## config.mk

```make
export PLATFORM = sky130hd
export DESIGN_NAME = serial_subtractor
export DESIGN_NICKNAME = d
export VERILOG_FILES = /design/src/rtl/serial_subtractor.sv
export SDC_FILE = /design/constraint.sdc
export NUM_CORES = 1
export LEC_CHECK = 0
export CORE_ASPECT_RATIO = 0.9
export CORE_UTILIZATION = 40
export DETAILED_ROUTE_END_ITERATION = 6
export PLACE_DENSITY = 0.77
export SYNTH_ARGS = -nofsm -noshare
export SYNTH_HDL_FRONTEND = slang
export SYNTH_SLANG_ARGS = --single-unit
```

## constraint.sdc

```tcl
create_clock -name clk -period 1.4 [get_ports clk]
set_clock_uncertainty 0.15 [all_clocks]
set_input_delay 0.21 -clock clk [delete_from_list [all_inputs] [get_ports clk]]
set_output_delay 0.21 -clock clk [all_outputs]
set_load 0.05 [all_outputs]
```

## src/rtl/serial_subtractor.sv

```systemverilog
// serial_subtractor: bit-serial A - B - Bin, one full-subtractor cell and a
// borrow flop, LSB first, with start/busy/done handshake.
module serial_subtractor #(
    parameter int WIDTH = 8
) (
    input  logic             clk,
    input  logic             rst,
    input  logic             start,
    input  logic [WIDTH-1:0] A,
    input  logic [WIDTH-1:0] B,
    input  logic             Bin,
    output logic             busy,
    output logic             done,
    output logic [WIDTH-1:0] Diff,
    output logic             Bout
);
    localparam int CW = WIDTH > 1 ? $clog2(WIDTH) : 1;
    typedef enum logic [1:0] {IDLE, RUN, DONE} state_t;
    state_t state, state_n;
    logic [WIDTH-1:0] a_sh, b_sh, d_sh, d_nx;
    logic [WIDTH:0] d_cat;
    logic [CW-1:0] cnt;
    logic br, d, bnext, last;
    always_comb begin
        d = a_sh[0] ^ b_sh[0] ^ br;
        bnext = (~a_sh[0] & b_sh[0]) | (~(a_sh[0] ^ b_sh[0]) & br);
        d_cat = {d, d_sh};
        d_nx = d_cat[WIDTH:1];
        last = cnt == CW'(WIDTH - 1);
        state_n = state == IDLE ? (start ? RUN : IDLE) : state == RUN ? (last ? DONE : RUN) : IDLE;
    end
    always_ff @(posedge clk) begin
        if (rst)
            state <= IDLE;
        else
            state <= state_n;
    end
    // Diff/Bout only load on the final bit, so they hold across later starts.
    always_ff @(posedge clk) begin
        if (rst) begin
            {busy, done, Bout, br} <= '0;
            {Diff, a_sh, b_sh, d_sh} <= '0;
            cnt <= '0;
        end else begin
            busy <= state_n != IDLE;
            done <= state_n == DONE;
            if (state == IDLE && start) begin
                a_sh <= A;
                b_sh <= B;
                br <= Bin;
                cnt <= '0;
                d_sh <= '0;
            end else if (state == RUN) begin
                a_sh <= a_sh >> 1;
                b_sh <= b_sh >> 1;
                br <= bnext;
                cnt <= cnt + CW'(1);
                d_sh <= d_nx;
                if (last) begin
                    Diff <= d_nx;
                    Bout <= bnext;
                end
            end
        end
    end
endmodule
```

; Word level (Yosys, flattened, before mapping)
; Index checks and enable logic that the tools add are counted.
[totals]
regBits = 41
latch_bits = 0
ramBits = 0
rom_bits = 0
input_bits = 20
word_cells = 38
mem_count = 0
[classes]
n_addsub = 1
n_mul = 0
div_mod_pow = 0
order_cmp = 0
eq_ne = 3
shifts = 0
n_mux = 10
n_bitwise = 8
reduce_logical = 6
[ops]
columns = cell, count
row1 = 8-bit two-way mux, 4
row2 = 2-bit two-way mux, 3
row3 = 2-bit nonzero test, 2
row4 = 3-bit by 1-bit adder with 3-bit output (second input constant), 1
row5 = 3-bit == test (second input constant), 1
row6 = 1-bit two-way mux, 3
row7 = 1-bit inverter, 3
row8 = 3-bit AND reduction, 1
row9 = 1-bit bitwise AND, 2
row10 = 2-bit by 1-bit == test with 1-bit output (second input constant), 1
row11 = 2-bit == test (second input constant), 1
row12 = 2-bit zero test, 1
row13 = 2-bit OR reduction, 1
row14 = 1-bit bitwise XOR, 2
row15 = 1-bit logical AND, 1
row16 = 1-bit bitwise OR, 1

; Depth between registers and ports, before layout
; Gate-level depths: netlist of the first run.
[depth]
ltp_word = 6
depth_mapped = 6
depth_no_buf = 5

; Least setup slack after synthesis of the first run
; No wires, ideal clock.
[synth_timing]
kind = register -> register
startpoint = register cnt[0]
endpoint = register Bout
setup_ns = 0.088
arrival_time_ns = 1.267
setup_slack_ns = -0.105
path_stages_with_launch = 6
n_path_buf = 1
period_less_slack_ns = 1.505
path_cell_list = dfxtp_1 -> ha_1 -> ha_1 -> clkbuf_1 -> a21oi_1 -> a311oi_2
[synth_via]
elab_chain_len = 2
[synth_rtl]
columns = element, line_no
row1 = "start, declared", 22  ; logic [CW-1:0] cnt;
row2 = "start signal, assigned", 57  ; cnt <= cnt + CW'(1);
row3 = 3-bit == test, 29  ; last = cnt == CW'(WIDTH - 1);
row4 = 3-bit AND reduction (no source line), n/a
row5 = "end signal, assigned", 61  ; Bout <= bnext;
row6 = "end, declared", 15  ; output logic Bout
; Every way passes these cells.
; A chain may end at the register's enable or synchronous reset.

; Final worst setup path of the first run
[layout_timing]
startpoint = register state[0]
endpoint = register Bout
[layout_via]
elab_chain_len = 4
elab_cells_between_ends = 5
cone_classes = 1 x eq/ne / 1 x bitwise / 3 x reduce/logical
[layout_rtl]
columns = element, line_no
row1 = "start, declared", 19  ; state_t state, state_n;
row2 = "start signal, assigned", 36  ; state <= state_n;
row3 = 2-bit zero test, 47  ; if (state == IDLE && start) begin
row4 = 1-bit logical AND, 47
row5 = 1-bit inverter (no source line), n/a
row6 = 3-bit AND reduction (no source line) (*), n/a
; Mark *: on every way between the ends. The rest lies on a longest branch, timed or not.

==> flow_summary.toml, run 1 <==
[routing]
drtIter0Drc = 130
wire_per_inst_microns = 15.1
drc = 4
dr.pass1.iters = 6
wl_microns = 4440
vias = 1565
vias_per_cell = 5.31
antenna_left = 0

[logic_synthesis]
synth_area_per_cell_sq_um = 8.54
synth_area_leaders = "dfxtp_1, a21oi_1, nand2_1, a211oi_2, nor2_1"
seq_area_frac_synth_pct = 47.4
netlist_instances = 198
ys_seq_elements = 40
synth_top_area_share_pct = 47.4
yosysTopAreaCell = "dfxtp_1"
syn-cell-area_sq_mm = 0.00169
syn_nets = 222
yosysWarnings = 0
yosysUniqueCellTypes = 26

[global_route]
first_global_vias = 1437
overflow = 0
grt_pass1_wl_microns = 6220
grt_max_degree = 24
grt_usage_pct = 17.8
antenna_found_initial = 0

[flow_run]
maxCapViolCount = 0

[worst_setup_path]
cp.depth = 5
required_ns = 1.45
worstSetupEndpointType = "flip-flop"
ff2ff_setup_slack_ns = -0.04
crit_family = "buffers and inverters"
critPathLaunch = "state[0]"
crit-reg2reg-launch = "state[0]"
criticalPathCategory = "reg -> reg"
crit_fanout = 11
critical_path.max_stage_delay_ns = 0.37
worst_ep_arrival_time_ns = 1.49
path_common_cell = "buf_6"
crit_slowest_cell = "dfxtp_4"
ff2ff_path_depth = 5
cp_num_buf_inv = 3
path_cells = "buf_6, nor2b_4, buf_6, clkbuf_16, a311oi_2"
cp-start-kind = "flip-flop"

[sta]
max_slew.worst_pin.slew_ns = 0.288
layout_min_cycle_time_ns = 1.44
relSlewSlack_pct = 80.8
drv_slew = 0
final.setup.tns_ns = -0.209
fmax_mhz = 693
rsz0062_at_grt = "true"
holdWs_ns = 0.308
finalCritPeriodShare_pct = 103
setup_ws_ns = -0.0426
hold_violations = 0
setup_viol = 14

[cells_and_area]
final_nets = 270
diodes = 0
n_fill_cell = 304
area_growth_pct = 60.5
multi_input_comb_area_sq_mm = 0.00100
drive_above_1_share_pct = 45.3
regArea_sq_um = 812

[placement]
post-dp-hpwl_microns = 2370
place.gp.congestion = 0.792
io_buffers = 30

[min_path]
min_path_type = "in -> reg"
hp-start = "A[7]"
holdPathStages = 3

[clock_network]
insertion_delay_ns = 0.29
cts_tree = "yes"
holdBufCountCts = 0
cts_sinks = 40
cts.clk_slew.worst_paths_ns = 0.08
cts_inserted_buffers = 5
htree_levels = 2
clockBufferDepth = 2
clock-root-buffer = "clkbuf_8"

[power]
intPower_mw = 1.86
p_sw_mw = 0.685
ir_drop_v = 0.000622
p_clk_share_pct = 31.6
swShare_pct = 27.0
p_comb_share_pct = 20.0
power_leakage_nw = 0.971
p_seq_share_pct = 48.3
p_per_area_mw_per_mm2 = 936

[outcome]
violations = "DRC, setup timing"
status = "finished with violations"

[floorplan]
die_area_sq_mm = 0.00449
die_height_microns = 63.7
die_w_microns = 70.5
io_pins = 31
initial_utilization_pct = 41.5
rows = 22
core_sq_mm = 0.00407
-- path summary, 6_finish.rpt --
check | end
min | a_sh[7]
min reg2reg | a_sh[7]
max reg2reg | Bout
max | Bout
-- stage by stage --
| step | worst slack [ns] | instance area [sq um] | utilization (%) | total power, mW | std cells |
|---|---|---|---|---|---|
| after floorplan | -0.0125 | 1690 | - | 1.47 | 198 |
| after global placement | -0.386 | 2250 | 55.2 | 1.60 | 277 |
| after detailed placement | -0.422 | 2250 | 55.2 | 1.61 | 277 |
| after CTS | 0.00184 | 2360 | 58.0 | 2.39 | 285 |
| after global routing | -0.0644 | 2710 | 66.6 | 2.64 | 295 |
| final | -0.0426 | 2710 | 66.6 | 2.54 | 295 |
-- worst reg2reg max path, stage by stage, from the launching register on --
cell and delay, ns:
dfxtp_4 0.37, buf_6 0.12, nor2b_4 0.14, buf_6 0.13, clkbuf_16 0.16, a311oi_2 0.29
-- kinds of logic after synthesis --
kind of cell             Yosys count  share of synthesized area (%)
AND/OR/NAND/NOR                   85                           22.8
AO/OA/AOI/OAI                     50                           20.0
flip-flops                        40                           47.4
buffers and inverters             18                           5.92
adder cells (fa/ha/maj)            4                           3.41
XOR/XNOR                           1                          0.518
-- registers in the layout (all words and copies together), names as in the netlist --
register / count
Diff: 8
a_sh: 8
done: 1
Bout: 1
br: 1
b_sh: 8
d_sh: 7
busy: 1
state: 2
cnt: 3
-- power groups by stage --
| stage | registers (mW) | logic, mW | clock network [mW] |
|---|---|---|---|
| 2_1_floorplan | 1.25 | 0.221 | 0 |
| 3_3_place_gp | 1.25 | 0.357 | 0 |
| 3_5_place_dp | 1.25 | 0.360 | 0 |
| 4_1_cts | 1.22 | 0.367 | 0.804 |
| 5_1_grt | 1.23 | 0.544 | 0.864 |
| 6_report | 1.23 | 0.509 | 0.804 |
-- metal layers --
layer	routed length (microns)	global-route usage [%]	vias to the layer above	part of all wire, %
met3	235	4.64	15	5.3
met1	1890	20.7	729	43
met5	0	0	-	0
met4	129	9.69	0	2.9
met2	2190	29.7	60	49
li1	-	-	761	-
-- synthesized netlist by cell type --
cell and number:
o21a_1 1, buf_4 2, or3b_1 1, buf_2 8, a21oi_1 35, dfxtp_1 40, nor2b_1 2, buf_6 2
nor2_1 18, nor3_1 3, o21ba_2 1, fa_1 1, nand2b_1 4, nand2_1 41, inv_1 2, clkbuf_1 4
xnor2_1 1, a211oi_1 4, ha_1 3, nor3b_2 1, a211oi_2 8, nand3_1 10, a311oi_2 1, nand3b_1 1
and2_1 1, or3b_2 3
-- what timing repair did --
| action | 4_1_cts | 5_1_grt |
|---|---|---|
| endpoints found under the setup margin | 37 | 26 |
| buffers inserted | 0 | 6 |
| gates cloned | 0 | 4 |
| gates resized for setup | 10 | 68 |
| pin swaps | 2 | 25 |
-- cell type report --
type,instances,area share [%]
repair buffers,57,27.2
well taps,48,2.21
inverters,2,0.277
clock buffers,6,3.04
multi-input cells,140,37.0
flip-flops and latches,40,29.9
clock inverters,2,0.369
-- cell usage in the layout, fill, tap and decap left out, types with 2 or more instances in the layout --
cell             netlist  routed
nand2_1               41      37
dfxtp_1               40      35
a21oi_2                0      19
clkdlybuf4s50_1        0      18
a21oi_1               35      16
buf_12                 0      15
a211oi_2               8      12
buf_4                  2      11
nor2_2                 0      10
buf_6                  2       9
nor2_1                18       8
clkbuf_8               0       6
nand3_2                0       5
nand3_1               10       5
nand2b_1               4       4
or3b_4                 0       4
nand2_2                0       3
nor3_1                 3       3
dfxtp_2                0       3
inv_1                  2       2
ha_4                   0       2
clkinv_2               0       2
clkbuf_16              0       2
dfxtp_4                0       2
Note: power is estimated with default switching activity, not from simulation.
==> inputs of run 2 (changes only) <==
CORE_UTILIZATION = 46   (was 40)
PLACE_DENSITY = 0.85   (was 0.77)
==> run 2 against run 1 <==
  * Sequential power about the same
  * Clock power up 28%
  * Setup slack worse by 0.026 ns
  * Critical endpoint is now b_sh[1]
  * Largest cell class unchanged
  * The run ends with setup timing left
==> flow_summary.toml, run 2 (same netlist as run 1, synthesis figures left out) <==
[routing]
antenna_left = 0
wl_microns = 4530
vias = 1586
vias_per_cell = 5.49
wire_per_inst_microns = 15.7
dr.pass1.iters = 4
drtIter0Drc = 84
drc = 0

[placement]
placed_cells = 277
post-dp-hpwl_microns = 2490
io_buffers = 30
place.gp.congestion = 0.735

[cells_and_area]
diodes = 0
multi_input_comb_area_sq_um = 940
reg.largest.list = "Diff x8, a_sh x8, b_sh x8"
final_nets = 268
final_common_cell = "nand2_1"
drive_above_1_share_pct = 39.2
finalNonFillerCells = 289
final_cell_mix = "nand2_1, dfxtp_1, a21oi_1"
n_fill_cell = 221
area_growth_pct = 54.3
regArea_sq_um = 812

[min_path]
min_to = "b_sh[7]"
holdPathStages = 3
min_path_type = "in -> reg"
hp-start = "B[7]"

[floorplan]
rows = 20
core_sq_mm = 0.00345
die_height_microns = 59.5
io_pins = 31
initial_utilization_pct = 48.9
die_w_microns = 65.9
die_area_sq_mm = 0.00392

[sta]
fmax_mhz = 681
layout_min_cycle_time_ns = 1.47
max_slew.worst_pin.slew_ns = 0.236
setup_ws_ns = -0.0684
relSlewSlack_pct = 84.2
hold_violations = 0
drv_slew = 0
finalCritPeriodShare_pct = 105
setup_viol = 11
rsz0062_at_grt = "true"
final.setup.tns_ns = -0.305

[power]
power_leakage_nw = 0.943
p_seq_share_pct = 45.2
intPower_mw = 2.05
ir_drop_v = 0.000687
p_per_area_mw_per_mm2 = 1040
p_comb_share_pct = 16.8
swShare_pct = 24.5
p_clk_share_pct = 38.0
p_sw_mw = 0.667

[global_route]
grt_usage_pct = 21.1
first_global_vias = 1457
antenna_found_initial = 0
overflow = 0
grt_max_degree = 17
grt_pass1_wl_microns = 6250

[worst_setup_path]
crit-reg2reg-launch = "state[1]"
ff2ff_setup_slack_ns = -0.07
worstSetupEndpointType = "flip-flop"
criticalPathCategory = "reg -> reg"
ff2ff_path_depth = 4
required_ns = 1.43
critical_path.max_stage_delay_ns = 0.41
path_cells = "or3b_4, buf_6, nor2_1, a211oi_2"
crit_slowest_cell = "or3b_4"
worst_ep_arrival_time_ns = 1.49
crit_fanout = 15
cp-start-kind = "flip-flop"
r2r-end = "b_sh[1]"

[clock_network]
cts_sinks = 40
cts.clk_slew.worst_paths_ns = 0.08
cts_inserted_buffers = 5
clockBufferDepth = 2
insertion_delay_ns = 0.29
cts_tree = "yes"
clock-root-buffer = "clkbuf_8"
holdBufCountCts = 0
htree_levels = 2

[outcome]
violations = "setup timing"
status = "finished with violations"

[flow_run]
maxCapViolCount = 0
## run 2: changes by cell type in the layout (fill, tap and decap cells not counted), sizes merged
cell / previous run / this run
clkinv: 2 / 0
bufinv: 0 / 1
clkbuf: 8 / 7
## run 2: per-layer routing
| layer | wire, microns | share of wire [%] | up-vias | GRT usage (%) |
|---|---|---|---|---|
| met5 | 0 | 0 | - | 0 |
| met4 | 121 | 2.7 | 0 | 5.90 |
| met3 | 204 | 4.5 | 16 | 6.54 |
| met2 | 2380 | 53 | 58 | 37.9 |
| met1 | 1820 | 40 | 756 | 23.9 |
| li1 | - | - | 756 | - |
## run 2: cell type report
cell class	count	area share, %
clock inverter	1	1.15
multi-input combinational	140	36.0
sequential	40	31.1
inverter	2	0.288
tap	44	2.11
timing repair buffer	55	25.6
clock buffer	7	3.69
## run 2: worst max-delay path, delay by kind of cell (launching register included)
| kind | cells | cell delay, ns |
|---|---|---|
| buffers and inverters | 1 | 0.18 |
| AOI/OAI and AO/OA | 1 | 0.08 |
| and+or+nand+nor | 2 | 0.59 |
| DFF | 1 | 0.36 |
## run 2: timing repair
item,CTS,global route
setup endpoints to repair,25,25
setup buffers,1,2
pin swaps,5,20
gates cloned,0,1
gates resized for setup,12,44
## run 2: worst max path at each step
stage	start	end	slack, ns
after global placement	start	a_sh[0]	-0.30
after CTS	cnt[1]	Bout	-0.009
after detailed placement	start	a_sh[6]	-0.33
final	state[1]	b_sh[1]	-0.07
after floorplan	state[1]	a_sh[1]	-0.01
after global routing	state[0]	b_sh[1]	-0.08
## run 2: per-stage QoR
stage	worst slack, ns	hold WS (ns)	area, sq um	util [%]	power, mW
CTS	-0.00944	0.305	2430	70.4	2.63
detailed placement	-0.333	0.297	2260	65.5	1.61
global placement	-0.301	0.292	2260	65.5	1.60
finish	-0.0684	0.307	2610	75.5	2.72
floorplan	-0.0125	0.196	1690	-	1.47
global route	-0.0832	0.327	2610	75.5	2.80
## run 2: power groups by stage
stage / Combinational [mW] / Sequential (mW) / Clock (mW)
4_1_cts: 0.380 / 1.22 / 1.02
5_1_grt: 0.486 / 1.23 / 1.08
2_1_floorplan: 0.221 / 1.25 / 0
6_report: 0.457 / 1.23 / 1.03
3_3_place_gp: 0.354 / 1.25 / 0
3_5_place_dp: 0.363 / 1.25 / 0
==> inputs of run 3 (changes only) <==
CORE_UTILIZATION = 51   (was 46)
CTS_CLUSTER_SIZE = 40   (was default)
PLACE_DENSITY = 0.89   (was 0.85)
clock period = 1.5 ns   (was 1.4 ns; I/O delays follow)
==> run 3 against run 2 <==
  * The flow now finishes without violations
  * Global-route usage grew 3.2 points
  * Register-to-register slack gained 0.09 ns
  * First-iteration DRC count grew 88%
  * Clock power shrank 29%
  * Setup slack gained 0.086 ns
  * Flip-flop and latch count is the same
  * Sequential share of layout area grew 2.9 points
  * Via count shrank 1.5%
  * Hold slack gained 0.0018 ns
  * Sequential power shrank 7%
  * Fmax shrank 0.93%
  * Critical path type unchanged
  * Critical endpoint is now b_sh[5]
  * Highest routed layer unchanged
==> flow_summary.toml, run 3 (same netlist as run 1, synthesis figures left out) <==
[power]
p_per_area_mw_per_mm2 = 940
ir_drop_v = 0.000667
power_leakage_nw = 0.866
total_power_mw = 2.23

[flow_run]
maxCapViolCount = 0

[cells_and_area]
drive_above_1_share_pct = 24.9
n_fill_cell = 192
final_cell_mix = "nand2_1, dfxtp_1, a21oi_1"
final_common_cell = "nand2_1"
finalNonFillerCells = 279
final_nets = 260
reg.largest.list = "Diff x8, a_sh x8, b_sh x8"
area_growth_pct = 40.4
fin_area_sq_mm = 0.00237
diodes = 0

[routing]
antenna_left = 0
drc = 0
dr.pass1.iters = 5
drtIter0Drc = 158
wire_per_inst_microns = 15.7
vias_per_cell = 5.60
vias = 1562
wl_microns = 4370

[sta]
finalCritPeriodShare_pct = 98.8
holdWs_ns = 0.309
drv_slew = 0
relSlewSlack_pct = 83.8
setup_viol = 0
hold_violations = 0
layout_min_cycle_time_ns = 1.48
final.setup.tns_ns = 0
max_slew.worst_pin.slew_ns = 0.243
fmax_mhz = 675

[clock_network]
clock-root-buffer = "clkbuf_8"
cts.clk_slew.worst_paths_ns = 0.07
cts_inserted_buffers = 5
cts_sinks = 40
htree_levels = 2
clockBufferDepth = 2
insertion_delay_ns = 0.30
cts_tree = "yes"

[placement]
post-dp-hpwl_microns = 2540
place.gp.congestion = 0.766
io_buffers = 30
placed_cell_area_sq_mm = 0.00219
placed_cells = 268

[worst_setup_path]
path_common_cell = "buf_4"
crit_fanout = 7
cp-start-kind = "flip-flop"
crit_slowest_cell = "dfxtp_2"
path_cells = "buf_4, nor3b_4, buf_4, a21oi_1, a211oi_2"
worstSetupEndpointType = "flip-flop"
worst_ep_arrival_time_ns = 1.56
criticalPathCategory = "reg -> reg"
critical_path.max_stage_delay_ns = 0.36
required_ns = 1.57

[floorplan]
core_sq_mm = 0.00311
initial_utilization_pct = 54.3
rows = 19
die_area_sq_mm = 0.00355
die_w_microns = 62.7
io_pins = 31
die_height_microns = 56.6

[outcome]
status = "complete, no violations"

[global_route]
grt_max_degree = 24
grt_pass1_wl_microns = 6560
overflow = 0
grt_usage_pct = 24.3
first_global_vias = 1423
antenna_found_initial = 0

[min_path]
min_path_type = "reg -> reg"
-- run 3: cell count changes in the layout (fill, tap and decap cells not counted), moves of 4 or more --
cell | previous run | this run
a21oi_2 | 13 | 1
nand2_1 | 37 | 41
nor2_2 | 7 | 0
a21oi_1 | 22 | 34
nor2_1 | 10 | 18
buf_6 | 9 | 3
-- run 3: metrics by stage --
step                setup slack (ns)  util (%)
global placement              -0.284      70.4
CTS                         0.000602      73.6
floorplan                     0.0650         -
finish                        0.0178      76.2
detailed placement            -0.359      70.4
global route                 -0.0295      76.2
-- run 3: critical path: cells and delay by family, from the launching register on --
family | cells | cell delay, ns
compound gates | 2 | 0.26
buf+inv | 2 | 0.37
flops | 1 | 0.36
simple gates | 1 | 0.26
-- run 3: worst paths after layout --
kind | slack, ns | start | to | cells after the start
worst max-delay path | 0.02 | state[1] | b_sh[5] | 5
worst min register to register | 0.31 | d_sh[1] | d_sh[1] | 2
worst max register to register | 0.02 | state[1] | b_sh[5] | 5
worst min-delay path | 0.31 | d_sh[1] | d_sh[1] | 2
-- run 3: what timing repair did --
action / 4_1_cts / 5_1_grt
pin swaps: 2 / 2
hold buffers: 0 / 0
gates resized for setup: 4 / 13
cloned: 0 / 1
setup endpoints to repair: 16 / 12
setup buffers: 0 / 2
-- run 3: power breakdown --
group / internal, mW / switching, mW / leakage (nW)
combinational: 0.175 / 0.177 / 0.486
clock: 0.367 / 0.369 / 0.0510
sequential: 1.11 / 0.0333 / 0.329
total: 1.65 / 0.578 / 0.866
-- run 3: area by class of cell --
cell class	count	area, sq um	area share, %
tap	42	52.6	2.21
clock inverter	2	10.0	0.422
clock buffer	6	82.6	3.48
inverter	2	7.51	0.316
timing repair buffer	47	586	24.7
multi-input combinational	140	827	34.8
sequential	40	808	34.1
-- run 3: routing by layer --
| metal | global-route usage, % | share of wire, % | vias to the layer above |
|---|---|---|---|
| met5 | 0 | 0 | - |
| met4 | 9.30 | 3.7 | 0 |
| met3 | 7.32 | 6.1 | 22 |
| met2 | 40.4 | 48 | 65 |
| met1 | 29.4 | 43 | 733 |
| li1 | - | - | 742 |
